[config.mk]
export PLATFORM = sky130hd
export DESIGN_NAME = inv_mix_columns
export DESIGN_NICKNAME = d
export VERILOG_FILES = /design/src/rtl/aes_pkg.sv /design/src/rtl/inv_mix_column.sv /design/src/rtl/inv_mix_columns.sv
export SDC_FILE = /design/constraint.sdc
export NUM_CORES = 1
export LEC_CHECK = 0
export CORE_ASPECT_RATIO = 1.1
export CORE_MARGIN = 2
export CORE_UTILIZATION = 57
export CTS_CLUSTER_DIAMETER = 30
export DETAILED_ROUTE_END_ITERATION = 6
export GPL_ROUTABILITY_DRIVEN = 0
export HOLD_SLACK_MARGIN = 0.12
export PLACE_DENSITY = 0.88
export SKIP_CTS_REPAIR_TIMING = 1
export SLEW_MARGIN = 10
export SYNTH_ARGS = -nofsm -noshare
export SYNTH_HDL_FRONTEND = slang
export SYNTH_SLANG_ARGS = --single-unit
[constraint.sdc]
create_clock -name clk -period 9.5 [get_ports clk]
set_input_delay 0.95 -clock clk [delete_from_list [all_inputs] [get_ports clk]]
set_output_delay 0.95 -clock clk [all_outputs]
set_load 0.005 [all_outputs]
[src/rtl/aes_pkg.sv]
// Shared AES types and GF(2^8) helpers for the inverse round datapath.
// The multiply helpers are built only from chained xtime. They use no tables and no generic multipliers.
package aes_pkg;

  localparam logic [7:0] AES_POLY = 8'h1B;
  localparam int unsigned AES_COLS = 4;

  typedef logic [31:0]  aes_col_t;
  typedef logic [127:0] aes_state_t;

  function automatic logic [7:0] xtime(input logic [7:0] a);
    return {a[6:0], 1'b0} ^ (a[7] ? AES_POLY : 8'h00);
  endfunction

  // Each gmulN shares its xtime chain internally, so the depth stays at three xtime levels.
  function automatic logic [7:0] gmul9(input logic [7:0] a);
    logic [7:0] x1, x2, x3;
    x1 = xtime(a);
    x2 = xtime(x1);
    x3 = xtime(x2);
    return x3 ^ a;
  endfunction

  function automatic logic [7:0] gmul11(input logic [7:0] a);
    logic [7:0] x1, x2, x3;
    x1 = xtime(a);
    x2 = xtime(x1);
    x3 = xtime(x2);
    return x3 ^ x1 ^ a;
  endfunction

  function automatic logic [7:0] gmul13(input logic [7:0] a);
    logic [7:0] x1, x2, x3;
    x1 = xtime(a);
    x2 = xtime(x1);
    x3 = xtime(x2);
    return x3 ^ x2 ^ a;
  endfunction

  function automatic logic [7:0] gmul14(input logic [7:0] a);
    logic [7:0] x1, x2, x3;
    x1 = xtime(a);
    x2 = xtime(x1);
    x3 = xtime(x2);
    return x3 ^ x2 ^ x1;
  endfunction

  function automatic aes_col_t get_col(input aes_state_t s, input int unsigned c);
    return s[127 - 32*c -: 32];
  endfunction

endpackage

[src/rtl/inv_mix_column.sv]
// Combinational InvMixColumns for one 32-bit column. Row 0 is in the MSB byte.
module inv_mix_column
  import aes_pkg::*;
(
  input  aes_col_t col_i,
  output aes_col_t col_o
);

  logic [7:0] a0_s, a1_s, a2_s, a3_s;
  logic [7:0] b0_s, b1_s, b2_s, b3_s;

  always_comb begin
    a0_s = col_i[31:24];
    a1_s = col_i[23:16];
    a2_s = col_i[15:8];
    a3_s = col_i[7:0];
    b0_s = gmul14(a0_s) ^ gmul11(a1_s) ^ gmul13(a2_s) ^ gmul9(a3_s);
    b1_s = gmul9(a0_s)  ^ gmul14(a1_s) ^ gmul11(a2_s) ^ gmul13(a3_s);
    b2_s = gmul13(a0_s) ^ gmul9(a1_s)  ^ gmul14(a2_s) ^ gmul11(a3_s);
    b3_s = gmul11(a0_s) ^ gmul13(a1_s) ^ gmul9(a2_s)  ^ gmul14(a3_s);
    col_o = {b0_s, b1_s, b2_s, b3_s};
  end

endmodule

[src/rtl/inv_mix_columns.sv]
// Registered InvMixColumns stage. Four column transforms feed one 128-bit output register.
// The output is cleared asynchronously while reset is high.
module inv_mix_columns
  import aes_pkg::*;
(
  input  logic         clk,
  input  logic         rst,
  input  logic [127:0] IN_DATA,
  output logic [127:0] INV_MIXED_DATA
);

  aes_state_t inv_mixed_d;
  aes_state_t inv_mixed_q;

  for (genvar c = 0; c < AES_COLS; c++) begin : g_col
    inv_mix_column u_col (
      .col_i (get_col(IN_DATA, c)),
      .col_o (inv_mixed_d[127 - 32*c -: 32])
    );
  end

  // The output register. A reset discards any result still in flight.
  always_ff @(posedge clk or posedge rst) begin
    if (rst) begin
      inv_mixed_q <= 128'h0;
    end else begin
      inv_mixed_q <= inv_mixed_d;
    end
  end

  assign INV_MIXED_DATA = inv_mixed_q;

endmodule

==> impl_metrics.csv <==
group,metric,value,unit
clock_network,cts_root_buffer,"clkbuf_16",
critical_path,cpLargestDelayFamily,"XOR/XNOR gates",
sta,rsz0062_at_grt,"false",
critical_path,path_cells,"clkdlybuf4s50_1 -> xor2_4 -> xnor3_1 -> xor2_1 -> xnor3_1",
sta,worst_pin_slew,0.972,ns
sta,relSlewSlack,35.2,%
global_route,grt_max_degree,76,
pwr,ir_drop,0.148,mV
finish,seq_area,3200,um2
floorplanning,ios,258,
sta,setup_viol,0,
synthesis,synthSimpleGateAreaFrac,0,%
finish,final_nets,1263,
synthesis,synthAdderAreaFrac,0,%
synthesis,syn_nets,1053,
critical_path,path_depth,5,
synthesis,syn_inst,923,
finish,area_delta_synth_final,25.9,%
floorplanning,start_util,58.3,%
detailed_routing,vias,7123,
placement,hpwl,22900,um
floorplanning,dieArea,22300,um2
clock_network,htreeDepth,4,
detailed_routing,routed_via_density,5.08,
synthesis,ys_ff_latch,128,
synthesis,synthArstFlopShare,100,%
detailed_routing,drt_iter0_drc,413,
synthesis,synth_area_leader_cell,"xnor2_1",
global_route,grt_pass1_wl,44700,um
synthesis,synth_area,12000,um2
critical_path,critPathArrivalTime,3.32,ns
finish,multi_input_area,8440,um2
finish,antenna_cells,0,
floorplanning,die_w,143,um
sta,post-route-period-util,31.9,%
pwr,power.density,246,nW/um2
clock_network,clockBufferDepth,2,
synthesis,synth_edf_count,0,
synthesis,yosys.area_share.xor_xnor,70.2,%
synthesis,synth_top_family_by_area,"XOR/XNOR gates",
detailed_routing,postRouteAntennaNets,0,
clock_network,cts_buffers,17,
critical_path,setup.worst_path.start_class,"input pin",
critical_path,path_buf_inv,1,
finish,n_fill_cell,1400,
min_path,min_path_type,"input pin to asynchronous set/reset pin",
run,maxCapViolations,0,
global_route,antenna_found_initial,0,
floorplanning,rows,55,
sta,finalSetupTns,0,ns
pwr,p_leak,0.00645,uW
synthesis,synth_compound_area_share,0,%
critical_path,path_class,"input pin to flip-flop",
clock_network,clk_pin_slew_worst_paths,0.06,ns
synthesis,synthMuxAreaShare,0,%
sta,slew_viol_final,0,
clock_network,cts.sinks,128,
detailed_routing,drcViolationCount,0,
detailed_routing,first_pass_iters,5,
sta,max_freq,330,MHz
outcome,outcome,"finished, final reports clean",
synthesis,synthFlopType,"dfrtp_1",
clock_network,cts_tree,"built",
critical_path,critical_path.max_fanout,5,
detailed_routing,wirelength,29200,um
floorplanning,die_y,156,um
critical_path,endpoint_kind,"flip-flop",
synthesis,yosys_warnings,0,
sta,hold_violations,0,
placement,io_buffer_count,257,
finish,final_util,73.4,%
critical_path,max_stage_delay,0.81,ns
synthesis,synthTopCellsByArea,"xnor2_1 (33%), dfrtp_1 (27%), xnor3_1 (19%)",
detailed_routing,wl_per_cell,20.8,um
synthesis,ys_types,18,
global_route,grt_pass1_vias,7784,
floorplanning,coreArea,20600,um2
critical_path,worstPathRequired,9.80,ns
global_route,track_usage,26.9,%
global_route,grt.overflow.total,0,
synthesis,yosysTopAreaCellShare,32.8,%
synthesis,yosysSeqAreaShare,26.6,%
finish,drive_gt1_share,5.67,%
sta,fin_crit,3.03,ns
finish,largest_reg_flops,128,
critical_path,cpMostUsedCell,"xnor3_1",
critical_path,slowest_stage,"clkdlybuf4s50_1",
pwr,p_total,3720,uW
synthesis,synth.avg_cell_area,13.0,um2
==> placed cells by master, fill, tap and decap left out <==
cell / count
xor3_1: 18
clkbuf_1: 2
dfrtp_1: 128
buf_4: 1
xor2_4: 3
xor2_1: 123
bufinv_16: 2
clkbuf_16: 17
inv_4: 1
clkinv_2: 3
clkinv_4: 1
xnor3_1: 103
xnor3_4: 1
xnor2_2: 15
xnor3_2: 6
xnor2_1: 450
xor3_2: 2
xor2_2: 3
clkbuf_8: 4
clkdlybuf4s50_1: 257
clkinvlp_4: 3
xnor2_4: 3
==> where the power goes <==
| group | total [uW] | switching [uW] | internal (uW) |
|---|---|---|---|
| Clock | 661 | 248 | 413 |
| Combinational | 2130 | 836 | 1300 |
| Sequential | 926 | 86.7 | 839 |
| Total | 3720 | 1170 | 2550 |
==> kinds of logic after synthesis <==
logic type	count (synthesis)
flip-flops	128
buffers and inverters	68
XOR/XNOR	727
==> Yosys cell counts (2+ instances only) <==
library cell  instances
buf_2                29
buf_4                13
buf_6                 5
clkbuf_1             14
clkbuf_2              6
dfrtp_1             128
xnor2_1             450
xnor2_2              15
xnor2_4               3
xnor3_1             103
xnor3_2               6
xor2_1              123
xor2_2                3
xor2_4                3
xor3_1               18
xor3_2                2
==> stage by stage <==
step	setup slack (ns)	hold WS (ns)	cell area, um2	std cells
2_1_floorplan	5.14	1.16	12000	923
3_3_place_gp	6.06	1.46	14600	1370
3_5_place_dp	6.03	1.48	14600	1370
4_1_cts	6.46	1.03	15100	1402
5_1_grt	6.41	1.07	15100	1402
6_report	6.47	1.00	15100	1402
==> per-layer routing <==
layer | GRT usage, % | routed length (um) | vias up
li1 | - | - | 3290
met2 | 46.7 | 15100 | 265
met5 | 0 | 0 | -
met3 | 5.08 | 1650 | 48
met1 | 33.5 | 11700 | 3520
met4 | 10.1 | 773 | 0
==> area by class of cell <==
type	count	area share, %
clock buffers	23	3.22
clock inverters	9	0.702
inverters	1	0.0413
multi-input cells	727	55.7
flip-flops and latches	128	21.1
well taps	256	2.11
repair buffers	258	17.0
==> final timing paths <==
path,from,to,slack (ns)
setup / recovery,IN_DATA[22],INV_MIXED_DATA[4],6.47
hold / removal,rst,INV_MIXED_DATA[56],1.00
max in group asynchronous,rst,INV_MIXED_DATA[121],7.07
min in group clk,IN_DATA[42],INV_MIXED_DATA[58],1.34
No activity file was read; power rests on OpenSTA's default activity.
